File: src/rtl/cpu_pkg.sv
// Shared CPU definitions: fetch state encoding, instruction size, default address width.
package cpu_pkg;
  localparam int ADDR_W_DEF  = 8;
  localparam int INSTR_BYTES = 2;

  typedef enum logic [2:0] {
    IDLE   = 3'd0,
    RD_HI  = 3'd1,
    RD_LO  = 3'd2,
    CAP_LO = 3'd3,
    VALID  = 3'd4
  } fetch_state_e;
endpackage

File: src/rtl/instr_fetch.sv
// Two-byte instruction fetch from byte-wide sync memory into a 16-bit IR with valid/ready.
// Optional IFETCH_FLUSH_EN adds a flush input that abandons any in-flight fetch.
module instr_fetch
  import cpu_pkg::*;
#(
  parameter int          ADDR_W     = ADDR_W_DEF,
  parameter bit          BIG_ENDIAN = 1'b1,
  parameter logic [15:0] IR_RESET   = 16'h0000
) (
  input  logic              clk,
  input  logic              rst,
  input  logic [ADDR_W-1:0] pc,
  input  logic              fetch_req,
`ifdef IFETCH_FLUSH_EN
  input  logic              flush,
`endif
  output logic [ADDR_W-1:0] mem_addr,
  output logic              mem_rd,
  input  logic [7:0]        mem_rdata,
  output logic [15:0]       ir,
  output logic              ir_valid,
  input  logic              ir_ready,
  output logic              pc_inc,
  output logic              busy
);

  localparam int IR_W      = 8 * INSTR_BYTES;
  // Byte at pc lands in lane 0, byte at pc+1 in lane 1.
  localparam int LANE0_LSB = BIG_ENDIAN ? 8 : 0;
  localparam int LANE1_LSB = BIG_ENDIAN ? 0 : 8;

  fetch_state_e      r_state;
  logic [ADDR_W-1:0] r_addr;
  logic [IR_W-1:0]   r_ir;
  logic              w_flush;

`ifdef IFETCH_FLUSH_EN
  assign w_flush = flush;
`else
  assign w_flush = 1'b0;
`endif

  always_ff @(posedge clk) begin
    if (rst) begin
      r_state <= IDLE;
      r_addr  <= '0;
      r_ir    <= IR_RESET;
    end else if (w_flush && (r_state != IDLE)) begin
      // Flush preempts any capture scheduled for this edge.
      r_state <= IDLE;
    end else begin
      case (r_state)
        IDLE: begin
          if (fetch_req) begin
            r_addr  <= pc;
            r_state <= RD_HI;
          end
        end
        RD_HI:  r_state <= RD_LO;
        RD_LO: begin
          r_ir[LANE0_LSB +: 8] <= mem_rdata;
          r_state              <= CAP_LO;
        end
        CAP_LO: begin
          r_ir[LANE1_LSB +: 8] <= mem_rdata;
          r_state              <= VALID;
        end
        VALID:   if (ir_ready) r_state <= IDLE;
        default: r_state <= IDLE;
      endcase
    end
  end

  always_comb begin
    mem_addr = '0;
    mem_rd   = 1'b0;
    pc_inc   = 1'b0;
    ir_valid = 1'b0;
    busy     = (r_state != IDLE);
    case (r_state)
      RD_HI: begin
        mem_addr = r_addr;
        mem_rd   = 1'b1;
      end
      RD_LO: begin
        mem_addr = r_addr + ADDR_W'(1);
        mem_rd   = 1'b1;
      end
      CAP_LO:  pc_inc   = ~w_flush;
      VALID:   ir_valid = 1'b1;
      default: ;
    endcase
  end

  assign ir = r_ir;

endmodule

File: config.mk
export PLATFORM = sky130hd
export DESIGN_NAME = instr_fetch
export DESIGN_NICKNAME = d
export VERILOG_FILES = /design/src/rtl/cpu_pkg.sv /design/src/rtl/instr_fetch.sv
export SDC_FILE = /design/constraint.sdc
export NUM_CORES = 1
export LEC_CHECK = 0
export ABC_AREA = 1
export CAP_MARGIN = 5
export CORE_MARGIN = 4
export CORE_UTILIZATION = 46
export DETAILED_ROUTE_END_ITERATION = 10
export GPL_ROUTABILITY_DRIVEN = 1
export PLACE_DENSITY_LB_ADDON = 0.08
export RECOVER_POWER = 50
export SYNTH_ARGS = -nofsm -noshare
export SYNTH_HDL_FRONTEND = slang
export SYNTH_SLANG_ARGS = --single-unit
export TNS_END_PERCENT = 30
File: constraint.sdc
create_clock -name clk -period 2.2 [get_ports clk]
set_input_delay 0.44 -clock clk [delete_from_list [all_inputs] [get_ports clk]]
set_output_delay 0.44 -clock clk [all_outputs]
set_load 0.01 [all_outputs]
==> flow_metrics.env <==
export IMPL_grt_pass1_wl_um=5750
export IMPL_whs_ns=0.499
export IMPL_viasPerCell=5.03
export IMPL_synthToLayoutAreaGrowth_pct=44.4
export IMPL_cp_end_kind="output port"
export IMPL_ys_warn_count=0
export IMPL_grt_max_degree=18
export IMPL_worstPathArrival_ns=1.66
export IMPL_ys_ff_latch=27
export IMPL_syn_cell_area_um2=1260
export IMPL_p_per_area_nw_per_um2=648
export IMPL_grtUsageMet3_pct=2.77
export IMPL_max_slew_margin_pct=63.1
export IMPL_clk_path_buf_depth=2
export IMPL_crit_required_ns=1.76
export IMPL_crit_path_frequent_cell="nand2_1"
export IMPL_place_gp_congestion=0.858
export IMPL_syn_area_per_cell_um2=6.87
export IMPL_routed_wl_um=3500
export IMPL_power_leakage_uw=0.000835
export IMPL_grt_overflow_total=0
export IMPL_grt_use_met2_pct=40.1
export IMPL_drc=0
export IMPL_vias=1343
export IMPL_hp_class="reg2reg"
export IMPL_multi_input_comb_area_um2=628
export IMPL_cts_root_buf="clkbuf_4"
export IMPL_tightest_slew_ns=0.552
export IMPL_drt_iter0_markers=37
export IMPL_crit_fanout=3
export IMPL_track_usage_pct=20.9
export IMPL_die_h_um=60.4
export IMPL_die_x_um=60.4
export IMPL_synth_yosys_seq_area_share_pct=42.7
export IMPL_power_total_uw=1180
export IMPL_synth_top_area_share_pct=42.7
export IMPL_clk_latency_ns=0.34
export IMPL_clock_skew_ns=0.00397
export IMPL_htreeDepth=1
export IMPL_layout_common_cells="49 x nor2_1, 37 x nand2_1, 37 x clkdlybuf4s50_1"
export IMPL_max_freq_mhz=476
export IMPL_setup_viol=0
export IMPL_crit_slowest_cell="dfxtp_2"
export IMPL_antenna_cells=0
export IMPL_grt_pass1_vias=1278
export IMPL_crit_path_start_kind="flop"
export IMPL_n_fill_cell=228
export IMPL_initial_utilization_pct=49.7
export IMPL_yosysTopAreaCell="dfxtp_1"
export IMPL_fp_dieArea_um2=3650
export IMPL_firstDrtPassIters=4
export IMPL_period_share_pct=95.5
export IMPL_grt_busiest_layer="met2"
export IMPL_yosysUniqueCellTypes=19
export IMPL_fin_area_um2=1830
export IMPL_nets=259
export IMPL_io_pins=48
export IMPL_status="completed"
export IMPL_cap_violations=0
export IMPL_fin_crit_ns=2.10
export IMPL_clock_sinks=27
export IMPL_peakVddDrop_v=0.000519
export IMPL_cts_buffers=3
export IMPL_seq_area_um2=551
export IMPL_cts_tree="done"
export IMPL_hpwl_um=2690
export IMPL_pre_cts_ws_ns=0.0904
export IMPL_ant_nets=0
export IMPL_synth_cells=184
export IMPL_drive_above_1_share_pct=13.1
export IMPL_finalWorstSetupSlack_ns=0.0987
export IMPL_syn_nets=205
export IMPL_io_buffers=47
export IMPL_clkTransAtPathRegs_ns=0.16
export IMPL_wire_per_inst_um=13.1
export IMPL_placed_area_um2=1770
export IMPL_critPathMaxStageDelay_ns=0.37
export IMPL_final_max_slew_viol_count=0
export IMPL_synthTopCellsByArea="dfxtp_1 43%, nor2_1 15%, nand2_1 11%"
export IMPL_hold_viol=0
export IMPL_r2r_slack_ns=0.75
export IMPL_grt_antenna_before_repair=0
export IMPL_critPathKind="reg2out"
export IMPL_rows=18
export IMPL_met1_usage_pct=23.4
export IMPL_cp_cell_sequence="ha_1 -> nand2_1 -> inv_1 -> nand2_1 -> o21ai_0 -> nand2_1 -> inv_1 -> dlygate4sd2_1"
export IMPL_layout_commonest_cell="nor2_1"
export IMPL_rsz0062_at_grt="true"
export IMPL_core_um2=2540
==> layout make-up <==
type,instances,share of cell area [%]
clock buffer,3,1.23
multi-input combinational,135,34.4
clock inverter,1,0.274
tap,30,2.05
timing repair buffer,54,28.4
inverter,17,3.49
sequential,27,30.1
==> metal layers <==
metal  vias to the layer above  share of wire [%]
met3                         7                7.1
met4                         0                1.5
met1                       605                 39
met5                         -                  0
li1                        687                  -
met2                        44                 53
==> power breakdown <==
part / internal [uW] / switching (uW)
clock: 68.5 / 161
sequential: 541 / 43.1
combinational: 180 / 190
==> state kept, by name, indices dropped and copies added (netlist names) <==
| signal | count |
|---|---|
| ir | 16 |
| r_addr | 8 |
| r_state | 3 |
==> critical path, delay by kind of cell, from the launching register on <==
family                   cells  cell delay [ns]
AND/OR/NAND/NOR              3             0.24
buffers and inverters        3             0.40
adder cells (fa/ha/maj)      1             0.17
flip-flops                   1             0.37
AO/OA/AOI/OAI                1             0.15
==> cells in the mapped netlist <==
library cell  instances
a21oi_1               3
buf_4                 1
buf_6                 2
clkbuf_1              2
dfxtp_1              27
ha_1                  1
inv_1                13
inv_2                 4
nand2_1              38
nand2_2               1
nand3_1               9
nand3_2               2
nand4_1               2
nor2_1               50
nor2_4                2
nor3_2                1
nor3_4                1
o21ai_0              24
o31ai_2               1
==> final timing paths <==
check,startpoint,to,depth (start not counted)
min reg2reg,ir[4]$_SDFFE_PP0P_,ir[4]$_SDFFE_PP0P_,2
max reg2reg,r_state[2]$_SDFFE_PP0P_,r_addr[1]$_SDFFE_PP0P_,5
min,ir[4]$_SDFFE_PP0P_,ir[4]$_SDFFE_PP0P_,2
max,r_addr[1]$_SDFFE_PP0P_,mem_addr[6],8
==> repair_timing <==
| action | in CTS | in global routing |
|---|---|---|
| setup buffers | 3 | 0 |
| setup endpoints to repair | 10 | 4 |
| hold endpoints to repair | 0 | 0 |
| gates resized for setup | 17 | 3 |
| pin swaps | 1 | 0 |
| hold buffers | 0 | 0 |
==> stage by stage <==
stage                     util, %  setup TNS [ns]  instances
after CTS                    71.8         -0.0982        267
after detailed placement     69.4               0        260
after global routing         71.8         -0.0240        267
final                        71.8               0        267
after global placement       69.4               0        260
after floorplan                 -               0        184
==> cells by family (layout without fill, tap and decap cells) <==
family                     after synthesis  after routing  synth area share [%]
and+or+nand+nor                        106            106                  36.6
AOI/OAI and AO/OA                       28             28                  11.7
DFF                                     27             27                  42.7
buffers and inverters                   22             75                  8.01
adders and majority gates                1              1                 0.989
No activity file was read; power rests on OpenSTA's default activity.
